**src/rtl/caster_pkg.sv**
```systemverilog
// Shared types and constants for the caster row bus dispatcher.
//   dispatch_state_e : dispatcher FSM states
//   tag_t / data_t   : tag and payload types at the default row geometry
//   PKT_CNT_W        : width of the delivered-packet counter
package caster_pkg;

    localparam int DATA_WIDTH_DEF = 16;
    localparam int NUM_COL_DEF    = 4;
    localparam int TAG_W_DEF      = $clog2(NUM_COL_DEF);
    localparam int PKT_CNT_W      = 16;

    typedef logic [TAG_W_DEF-1:0]      tag_t;
    typedef logic [DATA_WIDTH_DEF-1:0] data_t;

    typedef enum logic [1:0] {
        IDLE   = 2'd0,
        HOLD   = 2'd1,
        SETTLE = 2'd2
    } dispatch_state_e;

endpackage

```
**src/rtl/caster_id_table.sv**
```systemverilog
// Per-column caster ID register file with write decode and match-mask generation.
// Ports:
//   clk, rstn   : clock, asynchronous active-low reset (table reverts to identity)
//   we          : write strobe (already qualified by the caller's handshake)
//   col, id_in  : column to program and its new ID
//   match_tag   : tag compared against every column's ID
//   id_out      : packed IDs, column c at [c*TAG_W +: TAG_W]
//   mask        : mask[c] = (id[c] == match_tag)
//   col_ok      : col addresses an existing column
module caster_id_table
    import caster_pkg::*;
#(
    parameter int NUM_COL = NUM_COL_DEF,
    parameter int TAG_W   = $clog2(NUM_COL)
) (
    input  logic                     clk,
    input  logic                     rstn,
    input  logic                     we,
    input  logic [TAG_W-1:0]         col,
    input  logic [TAG_W-1:0]         id_in,
    input  logic [TAG_W-1:0]         match_tag,
    output logic [NUM_COL*TAG_W-1:0] id_out,
    output logic [NUM_COL-1:0]       mask,
    output logic                     col_ok
);

    localparam logic [TAG_W:0] NUM_COL_L = (TAG_W+1)'(NUM_COL);

    logic [TAG_W-1:0] id_r [NUM_COL];

    // Out-of-range columns can only exist when NUM_COL is not a power of two.
    assign col_ok = ({1'b0, col} < NUM_COL_L);

    // ID register file; reset restores the identity mapping id[c] = c.
    always_ff @(posedge clk or negedge rstn) begin
        if (!rstn) begin
            for (int c = 0; c < NUM_COL; c++) begin
                id_r[c] <= TAG_W'(c);
            end
        end else if (we && col_ok) begin
            id_r[col] <= id_in;
        end else begin
            id_r <= id_r;
        end
    end

    // Flatten the table and compare every entry against the bus tag.
    always_comb begin
        id_out = '0;
        mask   = '0;
        for (int c = 0; c < NUM_COL; c++) begin
            id_out[c*TAG_W +: TAG_W] = id_r[c];
            mask[c]                  = (id_r[c] == match_tag);
        end
    end

endmodule

```
**src/rtl/caster_bus_dispatcher.sv**
```systemverilog
// Drives one row of PE casters: holds one tagged packet and broadcasts it on the
// row bus in a single cycle once every caster whose ID matches the tag is ready.
// Ports:
//   clk, rstn                  : clock, asynchronous active-low reset
//   s_valid/s_ready/s_tag/s_data : upstream packet stream
//   cfg_we/cfg_col/cfg_id/cfg_ready : ID table programming
//   id_out                     : current per-column IDs
//   caster_ready               : per-column readiness from the casters
//   bus_en/bus_tag/bus_data    : shared row bus
//   drop_pulse                 : packet discarded (no column matched)
//   stall_err/err_clr          : sticky timeout flag and its clear
//   pkt_cnt                    : delivered-packet counter (wraps)
module caster_bus_dispatcher
    import caster_pkg::*;
#(
    parameter int DATA_WIDTH = DATA_WIDTH_DEF,
    parameter int NUM_COL    = NUM_COL_DEF,
    parameter int TAG_W      = $clog2(NUM_COL),
    parameter int TIMEOUT    = 1024
) (
    input  logic                     clk,
    input  logic                     rstn,
    input  logic                     s_valid,
    output logic                     s_ready,
    input  logic [TAG_W-1:0]         s_tag,
    input  logic [DATA_WIDTH-1:0]    s_data,
    input  logic                     cfg_we,
    input  logic [TAG_W-1:0]         cfg_col,
    input  logic [TAG_W-1:0]         cfg_id,
    output logic                     cfg_ready,
    output logic [NUM_COL*TAG_W-1:0] id_out,
    input  logic [NUM_COL-1:0]       caster_ready,
    output logic                     bus_en,
    output logic [TAG_W-1:0]         bus_tag,
    output logic [DATA_WIDTH-1:0]    bus_data,
    output logic                     drop_pulse,
    output logic                     stall_err,
    input  logic                     err_clr,
    output logic [PKT_CNT_W-1:0]     pkt_cnt
);

    // Counter saturates at TIMEOUT so the stall flag is raised exactly once per stall.
    localparam int               WC_W      = $clog2(TIMEOUT + 1);
    localparam logic [WC_W-1:0]  WAIT_MAX  = WC_W'(TIMEOUT);
    localparam logic [WC_W-1:0]  WAIT_LAST = WC_W'(TIMEOUT - 1);

    dispatch_state_e         state_r, state_nxt_s;
    logic [TAG_W-1:0]        bus_tag_r;
    logic [DATA_WIDTH-1:0]   bus_data_r;
    logic [WC_W-1:0]         wait_cnt_r;
    logic                    stall_err_r;
    logic [PKT_CNT_W-1:0]    pkt_cnt_r;
    logic                    drop_pulse_r;

    logic                    hold_valid_s;
    logic [NUM_COL-1:0]      mask_s;
    logic                    col_ok_s;
    logic                    fire_s;
    logic                    drop_s;
    logic                    s_ready_s;
    logic                    cfg_ready_s;
    logic                    accept_s;

    caster_id_table #(
        .NUM_COL (NUM_COL),
        .TAG_W   (TAG_W)
    ) u_id_table (
        .clk       (clk),
        .rstn      (rstn),
        .we        (cfg_we & cfg_ready_s),
        .col       (cfg_col),
        .id_in     (cfg_id),
        .match_tag (bus_tag_r),
        .id_out    (id_out),
        .mask      (mask_s),
        .col_ok    (col_ok_s)
    );

    assign hold_valid_s = (state_r == HOLD);
    // Transfer only when every targeted caster is ready, so no partial multicast.
    assign fire_s   = hold_valid_s & (|mask_s) & (&(caster_ready | ~mask_s));
    assign drop_s   = hold_valid_s & ~(|mask_s);
    assign accept_s = s_valid & s_ready_s;

    // Next-state and handshake decode; a config write wins over a packet in IDLE.
    always_comb begin
        state_nxt_s = state_r;
        s_ready_s   = 1'b0;
        cfg_ready_s = 1'b0;
        case (state_r)
            IDLE: begin
                cfg_ready_s = 1'b1;
                s_ready_s   = ~cfg_we;
                if (cfg_we && col_ok_s) begin
                    state_nxt_s = SETTLE;
                end else if (s_valid && !cfg_we) begin
                    state_nxt_s = HOLD;
                end else begin
                    state_nxt_s = IDLE;
                end
            end
            HOLD: begin
                s_ready_s = fire_s | drop_s;
                if (fire_s || drop_s) begin
                    state_nxt_s = s_valid ? HOLD : IDLE;
                end else begin
                    state_nxt_s = HOLD;
                end
            end
            SETTLE: begin
                state_nxt_s = IDLE;
            end
            default: begin
                state_nxt_s = IDLE;
            end
        endcase
    end

    // State register.
    always_ff @(posedge clk or negedge rstn) begin
        if (!rstn) begin
            state_r <= IDLE;
        end else begin
            state_r <= state_nxt_s;
        end
    end

    // Hold register: loaded on acceptance, keeps its last value otherwise.
    always_ff @(posedge clk or negedge rstn) begin
        if (!rstn) begin
            bus_tag_r  <= '0;
            bus_data_r <= '0;
        end else if (accept_s) begin
            bus_tag_r  <= s_tag;
            bus_data_r <= s_data;
        end else begin
            bus_tag_r  <= bus_tag_r;
            bus_data_r <= bus_data_r;
        end
    end

    // Wait counter: restarts on every packet boundary, saturates while stalled.
    always_ff @(posedge clk or negedge rstn) begin
        if (!rstn) begin
            wait_cnt_r <= '0;
        end else if (accept_s || fire_s || drop_s) begin
            wait_cnt_r <= '0;
        end else if (hold_valid_s && (wait_cnt_r != WAIT_MAX)) begin
            wait_cnt_r <= wait_cnt_r + WC_W'(1);
        end else begin
            wait_cnt_r <= wait_cnt_r;
        end
    end

    // Sticky stall flag; setting beats a simultaneous clear.
    always_ff @(posedge clk or negedge rstn) begin
        if (!rstn) begin
            stall_err_r <= 1'b0;
        end else if (hold_valid_s && !fire_s && !drop_s && (wait_cnt_r == WAIT_LAST)) begin
            stall_err_r <= 1'b1;
        end else if (err_clr) begin
            stall_err_r <= 1'b0;
        end else begin
            stall_err_r <= stall_err_r;
        end
    end

    // Delivered-packet counter and registered drop indication.
    always_ff @(posedge clk or negedge rstn) begin
        if (!rstn) begin
            pkt_cnt_r    <= '0;
            drop_pulse_r <= 1'b0;
        end else begin
            pkt_cnt_r    <= pkt_cnt_r + PKT_CNT_W'(fire_s);
            drop_pulse_r <= drop_s;
        end
    end

    assign s_ready    = s_ready_s;
    assign cfg_ready  = cfg_ready_s;
    assign bus_en     = fire_s;
    assign bus_tag    = bus_tag_r;
    assign bus_data   = bus_data_r;
    assign drop_pulse = drop_pulse_r;
    assign stall_err  = stall_err_r;
    assign pkt_cnt    = pkt_cnt_r;

endmodule

```
**config.mk**
```make
export PLATFORM = sky130hd
export DESIGN_NAME = caster_bus_dispatcher
export DESIGN_NICKNAME = d
export VERILOG_FILES = /design/src/rtl/caster_pkg.sv /design/src/rtl/caster_id_table.sv /design/src/rtl/caster_bus_dispatcher.sv
export SDC_FILE = /design/constraint.sdc
export NUM_CORES = 1
export LEC_CHECK = 0
export ABC_CLOCK_PERIOD_IN_PS = 2400
export BUFFER_PORTS_ARGS = -buffer_cell sky130_fd_sc_hd__buf_4
export CAP_MARGIN = 10
export CORE_AREA = 2 2 81 83
export CTS_BUF_LIST = sky130_fd_sc_hd__clkbuf_8
export CTS_CLUSTER_SIZE = 20
export DETAILED_ROUTE_END_ITERATION = 6
export DIE_AREA = 0 0 83 85
export GPL_TIMING_DRIVEN = 0
export MAX_ROUTING_LAYER = met4
export PLACE_DENSITY = 0.8
export SETUP_SLACK_MARGIN = 0.4
export SYNTH_ARGS = -nofsm -noshare
export SYNTH_HDL_FRONTEND = slang
export SYNTH_SLANG_ARGS = --single-unit
```
**constraint.sdc**
```tcl
create_clock -name clk -period 2.4 [get_ports clk]
set_input_delay 0 -clock clk [delete_from_list [all_inputs] [get_ports clk]]
set_output_delay 0 -clock clk [all_outputs]
set_load 0.02 [all_outputs]
```
Word level (Yosys, flattened, before mapping)
Index checks and enable logic that the tools add are counted.
{"block": "totals", "register_bits": 57, "wordCells": 64}
{"block": "classes", "addsub": 2, "order_cmp": 2, "n_eq_ne": 7, "mux": 14, "n_bitwise": 11, "n_reduce_logical": 17}
{"cell": "11-bit 2-to-1 mux", "count": 2}
{"cell": "16-bit by 1-bit adder with 16-bit output", "count": 1}
{"cell": "11-bit by 1-bit adder with 11-bit output (second input constant)", "count": 1}
{"cell": "11-bit by 10-bit equality test with 1-bit output (second input constant)", "count": 1}
{"cell": "11-bit != test (second input constant)", "count": 1}
{"cell": "8-bit bitwise mux", "count": 1}
{"cell": "2-bit equality test", "count": 4}
{"cell": "1-bit logical AND", "count": 6}
{"cell": "1-bit 2-to-1 mux", "count": 6}
{"cell": "1-bit AND", "count": 5}
{"cell": "2-bit demux with 2-bit select", "count": 1}
{"cell": "2-bit 2-to-1 mux", "count": 2}
{"cell": "4-bit inverter", "count": 1}
{"cell": "4-bit bitwise OR", "count": 1}
{"cell": "2-bit case mux with 2 select lines", "count": 1}
{"cell": "4-bit AND reduction", "count": 1}
{"cell": "2-bit nonzero test", "count": 2}
{"cell": "4-bit OR reduction", "count": 1}
{"cell": "3-bit >= comparator (second input constant)", "count": 1}
{"cell": "1-bit logical NOT", "count": 3}
{"cell": "1-bit logical OR", "count": 3}
{"cell": "3-bit by 1-bit less-than comparator with 1-bit output (second input constant)", "count": 1}
{"cell": "2-bit inverter with 3-bit output", "count": 1}
{"cell": "2-bit by 1-bit equality test with 1-bit output (second input constant)", "count": 1}
{"cell": "other kinds (4)", "count": 5}

Depth between registers and ports, before layout
{"block": "logic_depth", "ltp_word": 11, "mapped_depth": 12, "mapped_depth_nobuf": 10}

Hierarchy
From an unflattened synthesis, not the netlist that was laid out.
{"block": "unflattened", "hier_cells": 217, "hier_area_um2": 2665.1}
{"mod": "caster_bus_dispatcher", "n_inst": 1, "cells_per_inst": 183, "area_each_um2": 2240.9, "seq_area_each_um2": 1226.2}
{"mod": "caster_id_table", "n_inst": 1, "cells_per_inst": 34, "area_each_um2": 424.2, "seq_area_each_um2": 205.2}

Worst setup path after synthesis
OpenSTA, ideal clock, no wires.
{"block": "synth_path", "path_kind": "flip-flop to flip-flop", "startpoint": "register bus_tag_r[1], in the netlist bus_tag[1]", "endpoint": "register pkt_cnt_r[10], in the netlist pkt_cnt[10]", "setup_ns": 0.129, "arrival_time_ns": 3.163, "required_time_ns": 2.271, "path_slack_ns": -0.892, "path_stages_with_launch": 13, "path_buffers": 2, "synth_period_minus_slack_ns": 3.292, "cell_sequence": "dfrtp_1 buf_4 xnor2_1 and3b_1 or4_4 buf_6 nor3b_1 ha_1 ha_1 nand2_1 nor2_1 nand4_1 xnor2_1"}
{"block": "synth_via", "elab_chain_len": 6}
{"item": "start, declared", "line": "caster_bus_dispatcher.sv:48", "rtl": "logic [TAG_W-1:0] bus_tag_r;"}
{"item": "start signal, assigned", "line": "caster_bus_dispatcher.sv:134", "rtl": "bus_tag_r <= s_tag;"}
{"item": "start signal, assigned", "line": "caster_bus_dispatcher.sv:137", "rtl": "bus_tag_r <= bus_tag_r;"}
{"item": "2-bit equality test", "line": "caster_id_table.sv:53", "rtl": "mask[c] = (id_r[c] == match_tag);"}
{"item": "4-bit inverter", "line": "caster_bus_dispatcher.sv:81", "rtl": "assign fire_s = hold_valid_s & (|mask_s) & (&(caster_ready | ~mask_s));"}
{"item": "4-bit bitwise OR", "line": "caster_bus_dispatcher.sv:81"}
{"item": "4-bit AND reduction", "line": "caster_bus_dispatcher.sv:81"}
{"item": "1-bit AND *", "line": "caster_bus_dispatcher.sv:81"}
{"item": "named net bus_en", "line": "caster_bus_dispatcher.sv:33", "rtl": "output logic bus_en,"}
{"item": "16-bit by 1-bit adder with 16-bit output *", "line": "caster_bus_dispatcher.sv:174", "rtl": "pkt_cnt_r <= pkt_cnt_r + PKT_CNT_W'(fire_s);"}
{"item": "end signal, assigned", "line": "caster_bus_dispatcher.sv:174"}
{"item": "end, declared", "line": "caster_bus_dispatcher.sv:52", "rtl": "logic [PKT_CNT_W-1:0] pkt_cnt_r;"}
The timed path passes the listed nets; every way through them passes the cells marked *.
A chain may end at the register's enable or synchronous reset.

Final worst setup path
{"block": "layout_path", "startpoint": "register bus_tag_r[1], in the netlist bus_tag[1]", "endpoint": "register pkt_cnt_r[10], in the netlist pkt_cnt[10]"}
{"block": "layout_via", "elab_chain_len": 6}
{"item": "2-bit equality test", "line": "caster_id_table.sv:53"}
{"item": "4-bit inverter", "line": "caster_bus_dispatcher.sv:81"}
{"item": "4-bit bitwise OR", "line": "caster_bus_dispatcher.sv:81"}
{"item": "4-bit AND reduction", "line": "caster_bus_dispatcher.sv:81"}
{"item": "1-bit AND *", "line": "caster_bus_dispatcher.sv:81"}
{"item": "16-bit by 1-bit adder with 16-bit output *", "line": "caster_bus_dispatcher.sv:174"}
Mark *: on every way between the ends. The rest lies on a longest branch, timed or not.

==> results.yml <==
worst_setup_path:
  r2r-start: "bus_tag[1]"
  end_kind: "register"
  timing.rr.end: "pkt_cnt[10]"
  path_cells: "buf_8, xor2_4, nor3_2, or4_4, buf_6, nor3b_4, ha_4, ha_4, nand2_4, nor2_4, nand4_1, xnor2_1"
  worst_path_largest_cell_delay_ps: 520
  path_class: "reg -> reg"
  crit_buf_inv: 2
  crit_slowest_cell: "or4_4"
  path_max_fanout: 5
  r2r_cells: 12
  rrSetupSlack_ps: -220
  critPathTopFamily: "simple AND/OR/NAND/NOR gates"
  crit_top_cell: "ha_4"
  crit_path_start_kind: "register"
  critPathArrivalTime_ps: 2860
  cp.required_ps: 2640
power:
  total_leakage_power_nw: 2.08
  power_density_mw_per_mm2: 1310
  power_mw: 5.92
  ir_worst_vdd_mv: 0.909
route:
  drtIter0Drc: 192
  final_antenna_net_count: 0
  drc_errors: 0
  viasPerCell: 5.58
  totalWireLength_mm: 7.89
  wl_per_cell_um: 15.7
  firstDrtPassIters: 4
  vias: 2798
outcome:
  violations: "setup timing"
  status: "finished with violations"
yosys:
  async_reset_ff_share_pct: 100
  netlist_area_mm2: 0.00293
  yosys.area.top_type: "dfrtp_1"
  avgSynthCellArea_um2: 10.1
  synth_cells: 291
  synthTopCellsByArea: "dfrtp_1 (45%), a221o_1 (6.1%), xor2_1 (5.1%), xnor2_1 (4.5%), and3_1 (4.1%)"
  yosysSeqAreaShare_pct: 48.8
  ys_ff_latch: 57
  synth_fp_nets: 326
  synthFlopType: "dfrtp_1"
  synth_top_area_share_pct: 45.2
  ys_warn_count: 0
  synth_cell_types: 37
  synth_edf_count: 0
floorplan:
  io_pins: 78
  start_util_pct: 47.2
  die_w_um: 83
  core_area_mm2: 0.00620
  fp-row-count: 29
  die_h_um: 85
  die_area_mm2: 0.00706
final_layout:
  layout.cells.non_filler: 501
  drive_gt1_share_pct: 39.2
  mostFrequentLayoutCells: "buf_4 (86), dfrtp_1 (51), nand2_1 (25)"
  fin_nets: 454
  final_common_cell: "buf_4"
  syn2layout_area_growth_pct: 54.0
  diodes: 0
  finish.instance_area_mm2: 0.00452
timing:
  worst_slack_ps: -220
  setup-violations-final: 33
  rsz0062_at_grt: "true"
  fin_crit_ps: 2620
  worst_slew_pin_slew_ps: 723
  slew_headroom_pct: 51.8
  hold_viol: 0
  finalMaxSlewViolations: 0
  max_clock_freq_mhz: 382
  fin_skew_ps: 9.97
  period_share_pct: 109
hold_path:
  hp-start: "cfg_col[1]"
  hold_path_depth: 3
  hold_end: "u_id_table.id_out[0]"
  hp-class: "in -> reg"
clock_tree:
  cts_sinks: 57
  numCtsBuffers: 9
  path_clk_slew_ps: 70
  insertion_delay_ps: 350
  cts_root_buf: "clkbuf_8"
  cts_max_level: 3
  clock_tree.buffer_depth: 2
  cts_tree: "built"
global_routing:
  grt_usage_pct: 22.8
  grt_pass1_vias: 2644
  antenna_found_initial: 0
  grt_max_degree: 58
  grt_overflow: 0
  grt_pass1_wl_mm: 12.5
flow_run:
  cap_violations: 0
placed_design:
  dp_hpwl_mm: 5.03
  portBuffers: 76
  place_congestion: 0.826
  place_area_mm2: 0.00370
  placedCellCount: 444
logic make-up (layout without fill, tap and decap cells):
| kind of cell | count (synthesis) | after routing | synth area share (%) |
|---|---|---|---|
| compound gates | 62 | 62 | 15.2 |
| xor+xnor | 32 | 32 | 9.56 |
| simple gates | 107 | 107 | 18.1 |
| mux | 8 | 8 | 3.07 |
| buf+inv | 21 | 154 | 3.54 |
| flops | 57 | 57 | 48.8 |
| fa+ha+maj | 4 | 4 | 1.71 |
worst max path at each step:
stage,startpoint,end,slack [ps],depth (start not counted)
floorplan,u_id_table.id_out[2],pkt_cnt[10],-350,11
global placement,bus_tag[1],pkt_cnt[10],-280,12
detailed placement,bus_tag[1],pkt_cnt[10],-340,12
CTS,u_id_table.id_out[2],pkt_cnt[10],-220,11
global route,u_id_table.id_out[2],pkt_cnt[10],-310,11
finish,bus_tag[1],pkt_cnt[10],-220,12
cells in the mapped netlist, types with 2 or more instances:
cell type,n
and4_1,2
buf_2,2
xnor2_1,15
mux2_2,8
nor3_1,4
nor2_1,24
nand3_1,10
inv_1,5
xor2_1,17
buf_4,2
a221o_1,18
o21ai_0,17
nor2b_1,2
nand2_1,30
nand2b_1,2
clkbuf_1,10
dfrtp_1,53
nand4_1,6
buf_6,2
nor3b_1,2
ha_1,4
a32o_1,2
a21oi_1,18
and3_1,19
nor4_1,2
dfstp_2,4
per-stage QoR:
step / hold WS (ps) / utilization (%) / setup TNS, ps / setup slack [ps]
final: 54.2 / 72.8 / -2530 / -220
after detailed placement: 107 / 59.6 / -2490 / -337
after CTS: 40.2 / 69.7 / -2070 / -217
after global placement: 109 / 59.6 / -1910 / -284
after global routing: 52.2 / 72.8 / -4820 / -305
after floorplan: -296 / - / -2760 / -354
power breakdown:
part	switching [mW]	total, mW	internal, mW
clock	0.405	1.12	0.712
combinational	1.57	3.17	1.60
sequential	0.351	1.63	1.28
worst reg2reg max path, delay by kind of cell (launching register included):
kind	cells	cell delay (ps)
and+or+nand+nor	6	1170
DFF	1	420
adders and majority gates	2	350
buffers and inverters	2	290
xor gates and xnor gates	2	290
state kept, by name, summed over array words and instances, names as in the netlist:
name	flops
bus_tag	2
bus_data	16
state_r	2
pkt_cnt	16
u_id_table.id_out	8
wait_cnt_r	11
drop_pulse	1
stall_err	1
routing by layer:
layer | up-vias | track usage (%) | wire length (um)
met4 | 0 | 9.54 | 205
met2 | 96 | 37.6 | 3960
met1 | 1371 | 26.9 | 3330
li1 | 1307 | - | -
met3 | 24 | 5.74 | 393
met5 | - | - | 0
final cells by class:
type | count | area [um^2]
fill | 417 | 1690
multi-input combinational | 213 | 1650
sequential | 57 | 1430
timing repair buffer | 117 | 971
clock buffer | 10 | 138
clock inverter | 6 | 106
buffer | 16 | 105
tap | 77 | 96.3
inverter | 5 | 18.8
what timing repair did:
| action | in CTS | in global routing |
|---|---|---|
| hold buffers | 22 | 0 |
| buffers inserted | 9 | 8 |
| gates resized for setup | 20 | 28 |
| pin swaps | 16 | 20 |
| gates cloned | 2 | 0 |
| endpoints found under the setup margin | 47 | 48 |
| endpoints found under the hold margin | 80 | 0 |
(Power assumes the default switching activity.)
